$ cat src/rtl/iic_txn_pkg.sv
// Shared constants for the AXI IIC transaction engine: register map, TX_FIFO
// command flags, status-register bit positions and FSM state encodings.
package iic_txn_pkg;

  localparam logic [11:0] REG_SOFTR   = 12'h040;
  localparam logic [11:0] REG_CR      = 12'h100;
  localparam logic [11:0] REG_SR      = 12'h104;
  localparam logic [11:0] REG_TX_FIFO = 12'h108;
  localparam logic [11:0] REG_RX_FIFO = 12'h10C;

  localparam logic [9:0]  TX_START    = 10'h100;
  localparam logic [9:0]  TX_STOP     = 10'h200;
  localparam logic [31:0] SOFTR_KEY   = 32'h0000_000A;
  localparam logic [31:0] CR_ENABLE   = 32'h0000_0001;

  localparam int SR_BUS_BUSY = 2;
  localparam int SR_RX_EMPTY = 6;
  localparam int SR_TX_EMPTY = 7;

  typedef logic [3:0] state_t;

  localparam state_t S_INIT_RST = 4'd0;
  localparam state_t S_INIT_CR  = 4'd1;
  localparam state_t S_IDLE     = 4'd2;
  localparam state_t S_START    = 4'd3;
  localparam state_t S_REG      = 4'd4;
  localparam state_t S_WDATA    = 4'd5;
  localparam state_t S_RSTART   = 4'd6;
  localparam state_t S_RCNT     = 4'd7;
  localparam state_t S_POLL     = 4'd8;
  localparam state_t S_RXRD     = 4'd9;
  localparam state_t S_DONE     = 4'd10;
  localparam state_t S_ERR      = 4'd11;

  // Address byte as it goes on the wire: 7-bit device id followed by R/W.
  function automatic logic [9:0] addr_byte(input logic [6:0] dev, input logic rd);
    return {2'b00, dev, rd};
  endfunction

endpackage

$ cat src/rtl/iic_axi_issue.sv
// Single-outstanding AXI access issuer: fires a one-cycle request pulse when the
// FSM asks for an access, then waits for the downstream ack and reports done.
module iic_axi_issue #(
  parameter int AW = 9,
  parameter int DW = 32
) (
  input  logic          clk_i,
  input  logic          rst_ni,
  input  logic          go_i,
  input  logic          rd_i,
  input  logic [AW-1:0] addr_i,
  input  logic [DW-1:0] wdata_i,
  output logic          done_o,
  output logic [DW-1:0] rdata_o,
  output logic          axi_wr_req_o,
  output logic          axi_rd_req_o,
  output logic [AW-1:0] axi_addr_o,
  output logic [DW-1:0] axi_wdata_o,
  input  logic          axi_ack_i,
  input  logic [DW-1:0] axi_rdata_i
);

  logic busy_q, busy_d;
  logic launch;

  // Handshake: a request is a single-cycle pulse; busy_q stays high until the
  // matching ack, and acks seen while not busy are ignored.
  assign launch       = rst_ni && go_i && !busy_q;
  assign axi_wr_req_o = launch && !rd_i;
  assign axi_rd_req_o = launch && rd_i;
  assign axi_addr_o   = launch ? addr_i : '0;
  assign axi_wdata_o  = (launch && !rd_i) ? wdata_i : '0;
  assign done_o       = busy_q && axi_ack_i;
  assign rdata_o      = axi_rdata_i;

  always_comb begin
    busy_d = busy_q;
    if (launch)      busy_d = 1'b1;
    else if (done_o) busy_d = 1'b0;
  end

  always_ff @(posedge clk_i) begin
    if (!rst_ni) busy_q <= 1'b0;
    else         busy_q <= busy_d;
  end

endmodule

$ cat src/rtl/iic_txn_engine.sv
// Turns single-byte I2C register reads/writes into the AXI IIC dynamic-mode
// register sequence, including controller init, status polling and timeout.
module iic_txn_engine
  import iic_txn_pkg::*;
#(
  parameter int AXI_ADDR_WIDTH = 9,
  parameter int AXI_DATA_WIDTH = 32,
  parameter int POLL_LIMIT     = 4096
) (
  input  logic                        aclk,
  input  logic                        aresetn,
  input  logic                        seq_req,
  input  logic                        seq_op,
  input  logic [7:0]                  seq_dev_id,
  input  logic [7:0]                  seq_addr,
  input  logic [7:0]                  seq_wdata,
  output logic                        seq_ack,
  output logic [7:0]                  seq_rdata,
  output logic                        seq_err,
  output logic                        ready,
  output logic                        seq_axi_wr_req,
  output logic                        seq_axi_rd_req,
  output logic [AXI_ADDR_WIDTH-1:0]   seq_axi_addr,
  output logic [AXI_DATA_WIDTH-1:0]   seq_axi_wdata,
  output logic [AXI_DATA_WIDTH/8-1:0] seq_axi_wstrb,
  input  logic                        seq_axi_ack,
  input  logic [AXI_DATA_WIDTH-1:0]   seq_axi_rdata,
  output state_t                      dbg_state_o
);

  localparam int PCW = $clog2(POLL_LIMIT) + 1;
  localparam logic [PCW-1:0] POLL_MAX = '1;
  localparam logic [PCW-1:0] POLL_LIM = PCW'(POLL_LIMIT);

  state_t state_q, state_d;
  logic              op_q, op_d;
  logic [6:0]        dev_q, dev_d;
  logic [7:0]        reg_q, reg_d;
  logic [7:0]        wdata_q, wdata_d;
  logic [7:0]        rdata_q, rdata_d;
  logic [PCW-1:0]    poll_q, poll_d;

  logic                      acc_go, acc_rd, acc_done, poll_ok;
  logic [AXI_ADDR_WIDTH-1:0] acc_addr;
  logic [AXI_DATA_WIDTH-1:0] acc_data, acc_rdata;
  logic                      unused_bits;

  assign unused_bits = ^{seq_dev_id[7], acc_rdata};

  always_comb begin
    acc_go   = 1'b1;
    acc_rd   = 1'b0;
    acc_addr = AXI_ADDR_WIDTH'(REG_TX_FIFO);
    acc_data = '0;
    case (state_q)
      S_INIT_RST: begin acc_addr = AXI_ADDR_WIDTH'(REG_SOFTR); acc_data = AXI_DATA_WIDTH'(SOFTR_KEY); end
      S_INIT_CR:  begin acc_addr = AXI_ADDR_WIDTH'(REG_CR);    acc_data = AXI_DATA_WIDTH'(CR_ENABLE); end
      S_START:    acc_data = AXI_DATA_WIDTH'(TX_START | addr_byte(dev_q, 1'b0));
      S_REG:      acc_data = AXI_DATA_WIDTH'(reg_q);
      S_WDATA:    acc_data = AXI_DATA_WIDTH'(TX_STOP | {2'b00, wdata_q});
      S_RSTART:   acc_data = AXI_DATA_WIDTH'(TX_START | addr_byte(dev_q, 1'b1));
      S_RCNT:     acc_data = AXI_DATA_WIDTH'(TX_STOP | 10'h001);
      S_POLL:     begin acc_rd = 1'b1; acc_addr = AXI_ADDR_WIDTH'(REG_SR); end
      S_RXRD:     begin acc_rd = 1'b1; acc_addr = AXI_ADDR_WIDTH'(REG_RX_FIFO); end
      default:    acc_go = 1'b0;
    endcase
  end

  // Writes finish once the TX FIFO drained and the bus released; reads once a byte landed.
  assign poll_ok = op_q ? !acc_rdata[SR_RX_EMPTY]
                        : (acc_rdata[SR_TX_EMPTY] && !acc_rdata[SR_BUS_BUSY]);

  always_comb begin
    state_d = state_q;
    op_d    = op_q;
    dev_d   = dev_q;
    reg_d   = reg_q;
    wdata_d = wdata_q;
    rdata_d = rdata_q;
    poll_d  = poll_q;
    case (state_q)
      S_INIT_RST: if (acc_done) state_d = S_INIT_CR;
      S_INIT_CR:  if (acc_done) state_d = S_IDLE;
      S_IDLE: if (seq_req) begin
        op_d    = seq_op;
        dev_d   = seq_dev_id[6:0];
        reg_d   = seq_addr;
        wdata_d = seq_wdata;
        poll_d  = '0;
        state_d = S_START;
      end
      S_START:  if (acc_done) state_d = S_REG;
      S_REG:    if (acc_done) state_d = op_q ? S_RSTART : S_WDATA;
      S_WDATA:  if (acc_done) state_d = S_POLL;
      S_RSTART: if (acc_done) state_d = S_RCNT;
      S_RCNT:   if (acc_done) state_d = S_POLL;
      S_POLL: if (acc_done) begin
        poll_d = (poll_q == POLL_MAX) ? poll_q : poll_q + PCW'(1);
        if (poll_ok) begin
          state_d = op_q ? S_RXRD : S_DONE;
        end else if (poll_d >= POLL_LIM) begin
          state_d = S_ERR;
          rdata_d = '0;
        end
      end
      S_RXRD: if (acc_done) begin
        rdata_d = acc_rdata[7:0];
        state_d = S_DONE;
      end
      S_DONE:  state_d = S_IDLE;
      S_ERR:   state_d = S_INIT_RST;
      default: state_d = S_INIT_RST;
    endcase
  end

  always_ff @(posedge aclk) begin
    if (!aresetn) begin
      state_q <= S_INIT_RST;
      op_q    <= 1'b0;
      dev_q   <= '0;
      reg_q   <= '0;
      wdata_q <= '0;
      rdata_q <= '0;
      poll_q  <= '0;
    end else begin
      state_q <= state_d;
      op_q    <= op_d;
      dev_q   <= dev_d;
      reg_q   <= reg_d;
      wdata_q <= wdata_d;
      rdata_q <= rdata_d;
      poll_q  <= poll_d;
    end
  end

  iic_axi_issue #(
    .AW (AXI_ADDR_WIDTH),
    .DW (AXI_DATA_WIDTH)
  ) u_issue (
    .clk_i        (aclk),
    .rst_ni       (aresetn),
    .go_i         (acc_go),
    .rd_i         (acc_rd),
    .addr_i       (acc_addr),
    .wdata_i      (acc_data),
    .done_o       (acc_done),
    .rdata_o      (acc_rdata),
    .axi_wr_req_o (seq_axi_wr_req),
    .axi_rd_req_o (seq_axi_rd_req),
    .axi_addr_o   (seq_axi_addr),
    .axi_wdata_o  (seq_axi_wdata),
    .axi_ack_i    (seq_axi_ack),
    .axi_rdata_i  (seq_axi_rdata)
  );

  assign seq_ack       = (state_q == S_DONE) || (state_q == S_ERR);
  assign seq_err       = (state_q == S_ERR);
  assign seq_rdata     = rdata_q;
  assign ready         = (state_q == S_IDLE);
  assign seq_axi_wstrb = '1;
  assign dbg_state_o   = state_q;

endmodule
$ cat config.mk
export PLATFORM = sky130hd
export DESIGN_NAME = iic_txn_engine
export DESIGN_NICKNAME = d
export VERILOG_FILES = /design/src/rtl/iic_txn_pkg.sv /design/src/rtl/iic_axi_issue.sv /design/src/rtl/iic_txn_engine.sv
export SDC_FILE = /design/constraint.sdc
export NUM_CORES = 1
export LEC_CHECK = 0
export ABC_AREA = 0
export BUFFER_PORTS_ARGS = -buffer_cell sky130_fd_sc_hd__buf_4
export CAP_MARGIN = 20
export CORE_MARGIN = 2
export CORE_UTILIZATION = 50
export CTS_CLUSTER_DIAMETER = 50
export DETAILED_ROUTE_END_ITERATION = 10
export PLACE_DENSITY = 0.8
export SYNTH_ARGS = -nofsm -noshare
export SYNTH_HDL_FRONTEND = slang
export SYNTH_HIERARCHICAL = 1
export SYNTH_SLANG_ARGS = --single-unit
$ cat constraint.sdc
create_clock -name aclk -period 4.5 [get_ports aclk]
set_clock_uncertainty 0.05 [all_clocks]
set_input_delay 0.9 -clock aclk [delete_from_list [all_inputs] [get_ports aclk]]
set_output_delay 0.9 -clock aclk [all_outputs]
set_load 0.01 [all_outputs]
== After elaboration in Yosys (flattened, before gate mapping) ==
Index checks and enable logic that the tools add are counted.

* Bits in registers: 50
* Output and inout bits: 62
* Logic and storage cells: 88

* $add $sub $neg: 1
* $lt $le $gt $ge: 1
* Equality and inequality tests: 24
* Mux-type cells: 32
* Reductions and logical operators: 22

{| class="wikitable"
|+ Operators with widths
! cell !! number
|-
| 10-bit one-hot mux with 7 select lines || 1
|-
| 4-bit two-way mux || 11
|-
| 4-bit one-hot mux with 10 select lines || 1
|-
| 13-bit two-way mux || 3
|-
| 9-bit one-hot mux with 4 select lines || 1
|-
| 8-bit two-way mux || 4
|-
| 13-bit one-hot mux with 2 select lines || 1
|-
| 2-bit != test, second input constant || 10
|-
| 4-bit by 3-bit equality test with 1-bit output, second input constant || 4
|-
| 4-bit equality test, second input constant || 4
|-
| 8-bit one-hot mux with 2 select lines || 1
|-
| 13-bit by 1-bit adder with 13-bit output, second input constant || 1
|-
| 13-bit equality test, second input constant || 1
|-
| 13-bit greater-or-equal comparator, second input constant || 1
|-
| 10-bit two-way mux || 1
|-
| 10-bit AND reduction || 1
|-
| 9-bit two-way mux || 1
|-
| 9-bit OR reduction || 1
|-
| 4-bit by 2-bit equality test with 1-bit output, second input constant || 2
|-
| 1-bit logical AND || 6
|-
| 2-bit nonzero test || 3
|-
| 1-bit two-way mux || 5
|-
| 5-bit AND reduction || 1
|-
| 4-bit by 1-bit equality test with 1-bit output, second input constant || 1
|-
| other kinds (9) || 14
|}

== Logic depth before layout (Yosys ltp) ==
Gate-level depths: netlist of run 1.

* Word-level depth: 7
* Mapped depth: 7

== Cells and area by module ==
The synthesis of run 1 kept the hierarchy.

{| class="wikitable"
|+ Modules (own cells, without submodules)
! module !! instances !! cells an instance !! area each (µm²) !! seq. area each (µm²)
|-
| iic_txn_engine || 1 || 322 || 2529.9 || 980.9
|-
| iic_axi_issue || 1 || 84 || 616.8 || 20.0
|}

== Least setup slack after synthesis of run 1 ==
No wires, ideal clock.

* Path type: register to output
* Start point: register state_q[3] (netlist: dbg_state_o[3])
* End point: output seq_axi_wdata[2]
* Data arrival time: 1650 ps
* Required time: 3550 ps
* Path slack: 1900 ps
* Cell stages (with the launch flop): 7
* Cell sequence: dfxtp_1 -> buf_2 -> or3b_2 -> inv_1 -> and4bb_4 -> buf_6 -> and2_1

* Elaborated cells on any way between the ends: 19
* Classes of those cells: eq/ne: 8; mux: 4; reduce/logical: 7

{| class="wikitable"
|+ RTL lines
! item !! RTL line !! text
|-
| from (decl) || iic_txn_engine.sv:35 || <nowiki>state_t state_q, state_d;</nowiki>
|-
| from (signal assigned) || iic_txn_engine.sv:126 || <nowiki>state_q <= state_d;</nowiki>
|-
| 4-bit equality test || iic_txn_engine.sv:55 || <nowiki>case (state_q)</nowiki>
|-
| 2-bit OR reduction (no source line) * || n/a ||
|-
| 1-bit two-way mux * || iic_txn_engine.sv:55 ||
|-
| net acc_rd || iic_txn_engine.sv:43 || <nowiki>logic acc_go, acc_rd, acc_done, poll_ok;</nowiki>
|-
| 1-bit logical NOT * || iic_axi_issue.sv:32 || <nowiki>assign axi_wdata_o = (launch && !rd_i) ? wdata_i : '0;</nowiki>
|-
| 1-bit logical AND * || iic_axi_issue.sv:32 ||
|-
| 10-bit two-way mux * || iic_axi_issue.sv:32 ||
|-
| to (decl) || iic_txn_engine.sv:24 || <nowiki>output logic [AXI_DATA_WIDTH-1:0] seq_axi_wdata,</nowiki>
|}

Mark *: on every way through the listed nets, which the timed path passes. The rest lies on a longest branch.

== Worst setup path after layout of run 1 ==
* Start point: register state_q[0] (netlist: dbg_state_o[0])
* End point: output seq_axi_wdata[1]

* Elaborated cells on any way between the ends: 19
* Classes of those cells: eq/ne: 8; mux: 4; reduce/logical: 7

{| class="wikitable"
|+ RTL lines
! item !! RTL line !! text
|-
| 4-bit by 3-bit equality test with 1-bit output (tied with other cells) || iic_txn_engine.sv:55 ||
|-
| 10-bit one-hot mux with 7 select lines * || iic_txn_engine.sv:55 ||
|-
| net acc_data[1] || iic_txn_engine.sv:45 || <nowiki>logic [AXI_DATA_WIDTH-1:0] acc_data, acc_rdata;</nowiki>
|-
| 10-bit two-way mux * || iic_axi_issue.sv:32 ||
|}

Marks and branches as above.

==> impl_metrics.tcl, run 1 <==
set metrics [dict create \
    grt_pass1_vias 2378 \
    path_clk_slew_ps 90 \
    die_y_um 81.03 \
    htree_num_levels 2 \
    combPwrFrac_pct 12.8 \
    fmax_ghz 0.2924 \
    final_util_pct 61.40 \
    layout_commonest_cell "nand2_1" \
    p_per_area_nw_per_um2 271.6 \
    firstDrtPassIters 4 \
    fin_nets 512 \
    cts_hold_buf 0 \
    postCtsSetupBuffers 0 \
    crit_type "reg2out" \
    hold_viol 0 \
    max_stage_delay_ps 750 \
    fin_crit_sh_pct 75.99 \
    antenna_found_initial 0 \
    crit_path_top_delay_cell "nor3_1" \
    avgViaCountPerCell 5.259 \
    cts_buffers 5 \
    setup_viol 0 \
    final_cell_area_um2 3571 \
    portBuffers 66 \
    gp_congestion 0.8241 \
    drt-total-wl_um 6822 \
    drv_slew 0 \
    insertion_delay_ps 300 \
    start_kind "flip-flop" \
    die_x_um 81.03 \
    grtUsageTotal_pct 20.58 \
    worstPathCellList "nand2_1, nor3_1, a221oi_1, nand2_1, and2_2, buf_4" \
    hpwl_um 4787 \
    fin_crit_ps 3420 \
    rsz0062_at_grt "false" \
    switching_share_pct 23.38 \
    seq_power_share_pct 47.3 \
    num_rows 28 \
    min_path_type "reg2reg" \
    p_leak_nw 1.499 \
    crit_path_end_kind "output port" \
    post_dp_cell_area_um2 3428 \
    drc_errors 0 \
    grt_max_degree 34 \
    syn_area_per_cell_um2 7.766 \
    cp_data_arrival_time_ps 2470 \
    overflow 0 \
    drive_gt1_share_pct 22.84 \
    crit_fanout 19 \
    ant_nets 0 \
    grt_pass1_wl_um 10750 \
    drt_iter0_drc 199 \
    root_buffer "clkbuf_8" \
    cts_resized 0 \
    vias 2766 \
    cts_buffer_depth 2 \
    final_cell_mix "nand2_1, buf_4, dfxtp_1" \
    worst_slew_margin_rel_pct 36.92 \
    vdd_drop_max_mv 0.2153 \
    ys_warn_count 6 \
    p_int_mw 0.7431 \
    cpMostUsedCell "nand2_1" \
    io_pins 123 \
    syn-cell-area_um2 2967 \
    final.setup.tns_ps 0 \
    cp.required_ps 3550 \
    maxCapViolCount 0 \
    wl_per_cell_um 12.97 \
    clock_power_share_pct 39.9 \
    antenna_cells 0 \
    tritoncts "built" \
    status "complete, no violations" \
    switching_power_mw 0.2268 \
    die_area_um2 6565 \
    start_util_pct 51.01 \
    synthToLayoutAreaGrowth_pct 20.37 \
    whs_ps 407.5 \
    syn_inst 382 \
    core_area_um2 5816 \
    max_slew.worst_pin.slew_ps 939.0 \
    cts_sinks 50 \
]
[critical path: cells and delay by family (launching register included)]
family          cells  cell delay, ps
buf+inv             1             110
flops               1             720
compound gates      1             210
simple gates        4            1130
[state kept, by name (all words and copies together) (netlist names)]
register,count
u_issue/busy_q,1
dev_q,7
wdata_q,8
seq_rdata,8
op_q,1
reg_q,8
dbg_state_o,4
poll_q,13
[power by group through the flow]
stage | logic [mW] | registers (mW) | clock network (mW)
final | 0.124 | 0.458 | 0.387
after global routing | 0.138 | 0.460 | 0.409
after CTS | 0.124 | 0.458 | 0.393
after detailed placement | 0.123 | 0.469 | 0
after global placement | 0.121 | 0.468 | 0
after floorplan | 0.0995 | 0.461 | 0
[per-layer routing]
layer / part of all wire, % / global-route usage (%) / vias up / wire length [um]
met3: 6.4 / 4.667 / 5 / 439
met4: 0.75 / 5.593 / 0 / 51
met2: 50 / 35.21 / 94 / 3401
met5: 0 / 0 / - / 0
li1: - / - / 1398 / -
met1: 43 / 26.03 / 1269 / 2930
[through the flow]
| step | std cells | power [mW] | worst slack [ps] |
|---|---|---|---|
| after floorplan | 411 | 0.5608 | 1900 |
| after CTS | 526 | 0.9747 | 1104 |
| after global routing | 526 | 1.008 | 834.3 |
| after global placement | 518 | 0.5893 | 1466 |
| after detailed placement | 518 | 0.5918 | 1440 |
| final | 526 | 0.9699 | 1080 |
[layout make-up]
class | count | area (um2)
Clock buffer | 6 | 82.58
Clock inverter | 2 | 60.06
Fill cell | 554 | 2245
Inverter | 6 | 22.52
Multi-Input combinational cell | 319 | 1800
Sequential cell | 50 | 1001
Tap cell | 75 | 93.84
Timing Repair Buffer | 68 | 510.5
[worst paths after layout]
| check | startpoint | to | slack, ps | depth (start not counted) |
|---|---|---|---|---|
| setup reg to reg | dbg_state_o[1] | poll_q[12] | 1890 | 4 |
| setup / recovery | dbg_state_o[0] | seq_axi_wdata[1] | 1080 | 6 |
| hold reg to reg | reg_q[4] | reg_q[4] | 410 | 2 |
| hold / removal | reg_q[4] | reg_q[4] | 410 | 2 |
Power figures use the tool's default switching activity.
==> run 2, diff against run 1 <==
- CORE_UTILIZATION: 50 -> 45
- PLACE_DENSITY: 0.8 -> 0.76
- clock period: 4.5 -> 2.88 ns (I/O delays scaled with it)
==> run 2 against run 1 <==
Register-to-register slack got worse by 1400 ps. Count of clock-buffer cells in the layout fell by 1. Critical endpoint unchanged. Design area rose by 1.5%. Final cell count rose by 2.5%. Hold slack barely moved. Sequential cell count did not move. Die area rose by 11%. Utilization fell by 4.3 points. Highest routed layer unchanged. Via count rose by 1.2%.
==> impl_metrics.tcl, run 2 (synthesis results as in run 1) <==
set metrics [dict create \
    status "complete, no violations" \
    worst_slew_margin_rel_pct 52.88 \
    hpwl_um 5068 \
    antenna_found_initial 0 \
    insertion_delay_ps 310 \
    gp_congestion 0.9049 \
    fin_crit_ps 2724 \
    largest_reg_flops 13 \
    die_area_um2 7258 \
    seqCellArea_um2 1001 \
    fin_crit_sh_pct 94.58 \
    rsz0062_at_grt "false" \
    start_util_pct 46.72 \
    fin_nets 523 \
    die_x_um 85.20 \
    total_power_mw 1.428 \
    holdPathEnd "wdata_q[0]" \
    firstDrtPassIters 4 \
    fin_cells 539 \
    crit_type "reg2out" \
    cts_sinks 50 \
    grt_pass1_wl_um 11920 \
    maxCapViolCount 0 \
    synthToLayoutAreaGrowth_pct 22.23 \
    largest-register "poll_q" \
    overflow 0 \
    use_met1_pct 26.04 \
    ff2ff_setup_slack_ps 530 \
    crit_buf_inv 2 \
    die_y_um 85.20 \
    wl_per_cell_um 13.12 \
    crit_path_end_kind "output port" \
    drt-total-wl_um 7074 \
    vias 2798 \
    grt_pass1_vias 2532 \
    worstHoldStart "wdata_q[0]" \
    whs_ps 407.9 \
    gr-usage-met3_pct 4.767 \
    post_dp_cell_area_um2 3513 \
    final_cell_area_um2 3626 \
    cp.required_ps 2250 \
    drt_iter0_drc 131 \
    ant_nets 0 \
    r2r-start "dbg_state_o[3]" \
    grtUsageTotal_pct 19.96 \
    drive_gt1_share_pct 24.68 \
    worstPathCellList "or3b_2, inv_1, and4bb_4, and2_2, buf_4" \
    holdPathStages 2 \
    met2_usage_pct 32.95 \
    placed_cells 531 \
    htree_num_levels 2 \
    num_rows 29 \
    vdd_drop_max_mv 0.2445 \
    max_stage_delay_ps 540 \
    cts_hold_buf 0 \
    p_leak_nw 1.544 \
    cts_buffers 5 \
    max_slew.worst_pin.slew_ps 700.3 \
    drv_slew 0 \
    crit_path_top_delay_cell "or3b_2" \
    root_buffer "clkbuf_8" \
    layout_commonest_cell "nand2_1" \
    avgViaCountPerCell 5.191 \
    fmax_ghz 0.3671 \
    r2r_end "poll_q[9]" \
    cp_data_arrival_time_ps 2100 \
    grt_max_degree 28 \
    postCtsSetupBuffers 0 \
    core_area_um2 6350 \
    setup_viol 0 \
    top_usage_layer "met2" \
    cp_top_family "simple AND/OR/NAND/NOR gates" \
    antenna_cells 0 \
    cts_resized 0 \
    io_pins 123 \
    final.setup.tns_ps 0 \
    start_kind "flip-flop" \
    tritoncts "built" \
    path_clk_slew_ps 100 \
    hold_viol 0 \
    crit_fanout 14 \
    portBuffers 66 \
    final_cell_mix "nand2_1, buf_4, dfxtp_1" \
    multiInputGateArea_um2 1800 \
    p_per_area_nw_per_um2 393.9 \
    drc_errors 0 \
    cts_buffer_depth 2 \
    fill_cells 612 \
    min_path_type "reg2reg" \
    ff2ff_path_depth 5 \
]
==> run 2: cell type report <==
cell class              instances  area share (%)
repair buffers                 79           16.36
flip-flops and latches         50           27.61
inverters                       6          0.6211
clock inverters                 3           1.208
clock buffers                   5           1.898
multi-input cells             319           49.65
well taps                      77           2.657
==> run 2: per-stage QoR <==
stage,setup slack (ps),util [%]
6_report,156.0,57.10
5_1_grt,57.37,57.10
4_1_cts,156.7,57.10
3_5_place_dp,434.3,55.33
3_3_place_gp,452.7,55.33
2_1_floorplan,604.2,-
==> run 2: metal layers <==
metal,vias to the layer above,routed length [um]
li1,1426,-
met2,85,3455
met5,-,0
met3,7,513
met1,1280,3030
met4,0,75
==> run 2: how the worst max path moves through the flow <==
stage	from	end	slack (ps)	depth (start not counted)
after CTS	dbg_state_o[3]	seq_axi_wdata[1]	160	5
after global placement	seq_axi_ack	poll_q[9]	450	6
final	dbg_state_o[3]	seq_axi_wdata[1]	160	5
after floorplan	dbg_state_o[3]	seq_axi_wdata[2]	600	6
after detailed placement	seq_axi_ack	poll_q[9]	430	6
after global routing	dbg_state_o[3]	seq_axi_wdata[0]	60	5
==> run 2: worst register-to-register path, cell delays in order, from the launching register on <==
cell and delay, ps:
dfxtp_1 530, buf_4 250, nand3b_1 180, a21o_1 410
a2111oi_0 640, mux2i_1 240
==> run 2: power by group <==
group / internal (mW) / switching, mW
registers: 0.700 / 0.00967
logic: 0.0977 / 0.113
clock network: 0.261 / 0.247
